### src/rtl/param_frame_pkg.sv
// Shared constants, state type and byte selection for the parameter frame serializer.
package param_frame_pkg;

  localparam logic [7:0] FRAME_HDR = 8'hA5;
  localparam int         FRAME_LEN = 6;
  localparam logic [2:0] LAST_IDX  = 3'(FRAME_LEN - 1);

  typedef enum logic {IDLE, SEND} state_t;

  // Index 5 (and any unused code) yields the XOR checksum of the four payload bytes.
  function automatic logic [7:0] frame_byte(input logic [2:0] idx,
                                            input logic [7:0] w,
                                            input logic [7:0] x,
                                            input logic [7:0] y,
                                            input logic [7:0] z);
    case (idx)
      3'd0:    return FRAME_HDR;
      3'd1:    return w;
      3'd2:    return x;
      3'd3:    return y;
      3'd4:    return z;
      default: return w ^ x ^ y ^ z;
    endcase
  endfunction

endpackage

### src/rtl/param_frame_tx.sv
// Serializes the W/X/Y/Z parameters as a 6-byte frame on a valid/ready stream.
// Define PARAM_FRAME_DUMP_EN to print every accepted byte and each frame completion.
module param_frame_tx
  import param_frame_pkg::*;
#(
  parameter int         W = 9,
  parameter int         X = 9,
  parameter logic [7:0] Y = 8'd9,
  parameter int         Z = 9
) (
  input  logic       clk,
  input  logic       rst,
  input  logic       start,
  output logic       busy,
  input  logic       out_ready,
  output logic       out_valid,
  output logic [7:0] out_data,
  output logic       out_last,
  output logic [7:0] frame_count
);

  localparam logic [7:0] W8 = W[7:0];
  localparam logic [7:0] X8 = X[7:0];
  localparam logic [7:0] Z8 = Z[7:0];

  state_t     state;
  logic [2:0] idx;
  logic [2:0] next_idx;

  assign next_idx = idx + 3'd1;

  always_ff @(posedge clk) begin
    if (rst) begin
      state       <= IDLE;
      idx         <= 3'd0;
      busy        <= 1'b0;
      out_valid   <= 1'b0;
      out_data    <= 8'h00;
      out_last    <= 1'b0;
      frame_count <= 8'd0;
    end else begin
      case (state)
        IDLE: begin
          if (start) begin
            state     <= SEND;
            idx       <= 3'd0;
            busy      <= 1'b1;
            out_valid <= 1'b1;
            out_data  <= FRAME_HDR;
            out_last  <= 1'b0;
          end
        end
        SEND: begin
          if (out_valid && out_ready) begin
            if (idx == LAST_IDX) begin
              frame_count <= frame_count + 8'd1;
              idx         <= 3'd0;
              out_last    <= 1'b0;
              // A start on the closing handshake chains the next frame with no bubble.
              if (start) begin
                out_data <= FRAME_HDR;
              end else begin
                state     <= IDLE;
                busy      <= 1'b0;
                out_valid <= 1'b0;
                out_data  <= 8'h00;
              end
            end else begin
              idx      <= next_idx;
              out_data <= frame_byte(next_idx, W8, X8, Y, Z8);
              out_last <= (next_idx == LAST_IDX);
            end
          end
        end
        default: begin
          state <= IDLE;
        end
      endcase
    end
  end

`ifdef PARAM_FRAME_DUMP_EN
  always @(posedge clk) begin
    if (!rst && out_valid && out_ready) begin
      $display("param_frame_tx byte=%0d data=%h last=%b", idx, out_data, out_last);
      if (out_last)
        $display("param_frame_tx frame_count=%0d", frame_count + 8'd1);
    end
  end
`endif

endmodule
### config.mk
export PLATFORM = sky130hd
export DESIGN_NAME = param_frame_tx
export DESIGN_NICKNAME = d
export VERILOG_FILES = /design/src/rtl/param_frame_pkg.sv /design/src/rtl/param_frame_tx.sv
export SDC_FILE = /design/constraint.sdc
export NUM_CORES = 1
export LEC_CHECK = 0
export CAP_MARGIN = 10
export CORE_ASPECT_RATIO = 1.25
export CORE_MARGIN = 2
export CORE_UTILIZATION = 51
export DETAILED_ROUTE_END_ITERATION = 8
export HOLD_SLACK_MARGIN = 0.05
export PLACE_DENSITY = 0.82
export REMOVE_ABC_BUFFERS = 1
export SLEW_MARGIN = 20
export SYNTH_ARGS = -nofsm -noshare
export SYNTH_HDL_FRONTEND = slang
export SYNTH_SLANG_ARGS = --single-unit
### constraint.sdc
create_clock -name clk -period 3.2 [get_ports clk]
set_input_delay 0.32 -clock clk [delete_from_list [all_inputs] [get_ports clk]]
set_output_delay 0.32 -clock clk [all_outputs]
set_load 0.02 [all_outputs]
==> results.txt <==
----------------------------------------------------
[Floorplan]
  Die Span Y ... 51.5 µm
  Total number of placement rows ... 17
  Top Ports ... 23
  Die Width ... 42.0 µm
  Area of the die ... 2160 µm²
  Core footprint ... 1720 µm²
  Starting utilization of the core area ... 0.534

[Yosys]
  Most frequently used flop master after synthesis ... sky130_fd_sc_hd__dfxtp_1
  Parity-gate share of the synthesized area counting xor and xnor cells ... 0
  Cell types with the highest counts after synthesis ... 17 x sky130_fd_sc_hd__dfxtp_1, 12 x sky130_fd_sc_hd__a21oi_1, 11 x sky130_fd_sc_hd__nand3_1
  Yosys cell types ... 35
  FF+latch count, synth ... 17
  Share of the yosys chip area belonging to registers ... 0.370
  Yosys top cell by area ... sky130_fd_sc_hd__dfxtp_1
  Cell types occupying the most area after synthesis ... sky130_fd_sc_hd__dfxtp_1 37%, sky130_fd_sc_hd__a21oi_1 6.5%, sky130_fd_sc_hd__nand3_1 6.0%
  Post-Syn Instances ... 105
  Number of synthesized flops with an enable pin ... 0
  Portion of synthesized cell area occupied by the leading cell type ... 0.370
  Number of warnings printed during yosys synthesis ... 0
  Post-synthesis instance area ... 920 µm²
  Average cell area after synthesis ... 8.76 µm²
  Synthesized-area fraction occupied by ao, oa, aoi and oai cells ... 0.167
  Dominant combinational cell family by area after synthesis ... simple AND/OR/NAND/NOR gates
  Simple logic cell fraction of the synthesized area ... 0.295
  Share of flip-flops with an asynchronous set or reset ... 0
  Fraction of the mapped netlist area in adder cells ... 0.0272
  Dominant cell by count in the synthesized netlist ... sky130_fd_sc_hd__dfxtp_1
  Mux share of post-synthesis cell area ... 0.0476

[GRT]
  Busiest layer in global routing ... met2
  Total global-route track usage ... 0.185
  Via count of the first global-routing pass ... 754
  First-pass GRT wire length ... 3180 µm
  Global-route track usage on met3 ... 0.0212
  Met2 Use GR ... 0.331
  Overflow after GRT ... 0
  Met1 Track Usage GR ... 0.233
  Number of antenna violations at the first check in global routing ... 0
  Largest net degree at the start of global routing ... 21

[Clock network]
  Resize count post-CTS ... 0
  Sink Count ... 17
  TritonCTS clock tree ... yes
  Cell at the root of the clock tree ... sky130_fd_sc_hd__clkbuf_4
  Total setup buffers inserted after CTS ... 0
  Clock buffer count from CTS ... 3
  Number of hold buffers added after cts ... 0
  CTS clock-pin slew for the worst setup and hold paths ... 0.10 ns
  Clk Latency, worst-skew pair ... 0.28 ns
  Buffers from clock root to sink, at most ... 2
  H-tree level count ... 1

[Power and ir drop]
  Sw Ratio ... 0.248
  Reported net switching power ... 93.6 µW
  Total power per unit cell area ... 346 nW/µm²
  Share of power burned in registers ... 0.584
  Clock power frac ... 0.292
  Share of total power in combinational logic ... 0.124
  Internal ... 284 µW
  Post-layout power ... 378 µW
  IR Drop Worst-Case VDD ... 0.205 mV
  Static Leakage ... 0.407 nW

[Critical path]
  Slowest cell delay on critical path ... 0.47 ns
  Startpoint type of the worst setup path ... input pin
  Arrival @ worst endpoint ... 2.06 ns
  CP Capture Type ... flip-flop
  Origin of the worst setup path ... out_ready
  Crit Path Class ... input pin to flip-flop
  Required @ worst endpoint ... 3.37 ns
  Reg-to-reg critical path startpoint ... idx[0]
  Critical-path cell list ... clkdlybuf4s50_1 -> nand3_1 -> nor4_1 -> mux2_1
  Maximum fanout encountered on the critical timing path ... 17
  Slowest cell on the critical path ... sky130_fd_sc_hd__clkdlybuf4s50_1

[Timing]
  Final Hold Fails ... 0
  Aggregate negative setup slack ... 0 ns
  Setup repair after global routing missed its margin ... false
  Shortest clock period the worst path allows after layout ... 1.89 ns
  Final cycle utilization of the critical path ... 0.591
  Final number of max-transition violations ... 0
  Upper clock frequency limit ... 0.529 GHz
  Max Clock Skew ... 0.00508 ns
  Measured slew at the worst slew-check pin ... 0.731 ns
  Max-Slew Margin vs Limit ... 0.511
  Number of failing setup endpoints in the final timing report ... 0

[Drt]
  Number of design-rule violations left by the first detailed-router iteration ... 11
  Number of iterations in the first detailed-routing pass ... 4
  Drt wl/cell ... 13.5 µm
  Routed vias/inst ... 5.87
  Remaining number of nets flagged by the antenna check after routing ... 0
  Via count ... 804
  Total Routed Length ... 1850 µm
  Count of unresolved DRC violations after routing ... 0

[Layout]
  Area growth syn-to-layout ... 18.9%
  Ant. Diodes ... 0
  # fillers ... 164
  Fraction of final layout cells with drive strength greater than 1 ... 0.0593
  End-of-flow core utilization ... 0.635
  Total area of multi-input combinational cells ... 505 µm²
  Footprint of the flip-flops and latches ... 340 µm²
  NumNets Final ... 125
  Post-route insts no fill ... 137

[Hold path]
  Path class of the lowest-slack min-delay path ... flip-flop to flip-flop
  Startpoint of the tightest hold check path ... out_last

[Job]
  Number of max-capacitance violations reported ... 0

[Place]
  Dpl cells ... 133
  Number of buffers added on ports ... 19
  DP Wirelength ... 1320 µm
  Routability Congestion ... 0.723

[Outcome]
  Outcome ... finished clean

----------------------------------------------------
## critical path, delay by kind of cell
kind	cells	cell delay, ns
buffers and inverters	1	0.47
muxes	1	0.36
and+or+nand+nor	2	0.90
## cell usage in the layout, fill, tap and decap left out, types with 2 or more instances in the layout
cell | netlist | final
sky130_fd_sc_hd__clkdlybuf4s50_1 | 0 | 19
sky130_fd_sc_hd__dfxtp_1 | 17 | 17
sky130_fd_sc_hd__a21oi_1 | 12 | 12
sky130_fd_sc_hd__nand3_1 | 11 | 11
sky130_fd_sc_hd__nor2b_1 | 6 | 6
sky130_fd_sc_hd__o31ai_1 | 4 | 4
sky130_fd_sc_hd__o21ai_1 | 4 | 4
sky130_fd_sc_hd__nor2_1 | 4 | 4
sky130_fd_sc_hd__or4_1 | 3 | 3
sky130_fd_sc_hd__nand2b_1 | 3 | 3
sky130_fd_sc_hd__mux2_1 | 3 | 3
sky130_fd_sc_hd__conb_1 | 1 | 3
sky130_fd_sc_hd__clkbuf_4 | 0 | 3
sky130_fd_sc_hd__nor3_1 | 2 | 2
sky130_fd_sc_hd__inv_1 | 2 | 2
sky130_fd_sc_hd__nand4_1 | 2 | 2
sky130_fd_sc_hd__ha_1 | 2 | 2
## power by group through the flow
stage / sequential (mW) / clock, mW / combinational, mW
6_report: 0.221 / 0.110 / 0.0469
5_1_grt: 0.222 / 0.127 / 0.0508
4_1_cts: 0.221 / 0.114 / 0.0471
3_5_place_dp: 0.226 / 0 / 0.0468
3_3_place_gp: 0.226 / 0 / 0.0463
2_1_floorplan: 0.234 / 0 / 0.0148
## cell families (layout without fill, tap and decap cells)
logic type,count (synthesis),in the layout
and+or+nand+nor,42,42
buffers and inverters,14,25
other,1,3
muxes,4,4
AOI/OAI and AO/OA,25,25
adders and majority gates,2,2
DFF,17,17
## metrics by stage
step	hold slack (ns)	setup slack (ns)	cell area, µm²
after floorplan	0.385	1.37	853
after global placement	0.473	1.12	1070
after detailed placement	0.466	1.00	1070
after CTS	0.481	1.31	1090
after global routing	0.522	1.25	1090
final	0.477	1.31	1090
## cell type report
cell class,count,area share
well taps,19,0.0217
clock buffers,4,0.0240
flip-flops and latches,17,0.311
repair buffers,19,0.174
inverters,2,0.00686
multi-input cells,76,0.462
## flip-flops by register name (all words and copies together) (netlist names)
signal,count
state,1
out_data,3
out_last,1
out_valid,1
frame_count,8
idx,3
## per-layer routing
layer	up-vias	part of all wire	wire length, µm
met2	20	0.50	928
li1	409	-	-
met1	371	0.45	826
met5	-	0	0
met4	0	0.013	24
met3	4	0.037	69
## path summary, 6_finish.rpt
kind / end / slack, ns / cells past startpoint
max reg2reg: out_data[0] / 1.38 / 5
max: frame_count[7] / 1.31 / 4
min reg2reg: out_last / 0.48 / 2
min: out_last / 0.48 / 2
Power figures use the tool's default switching activity.
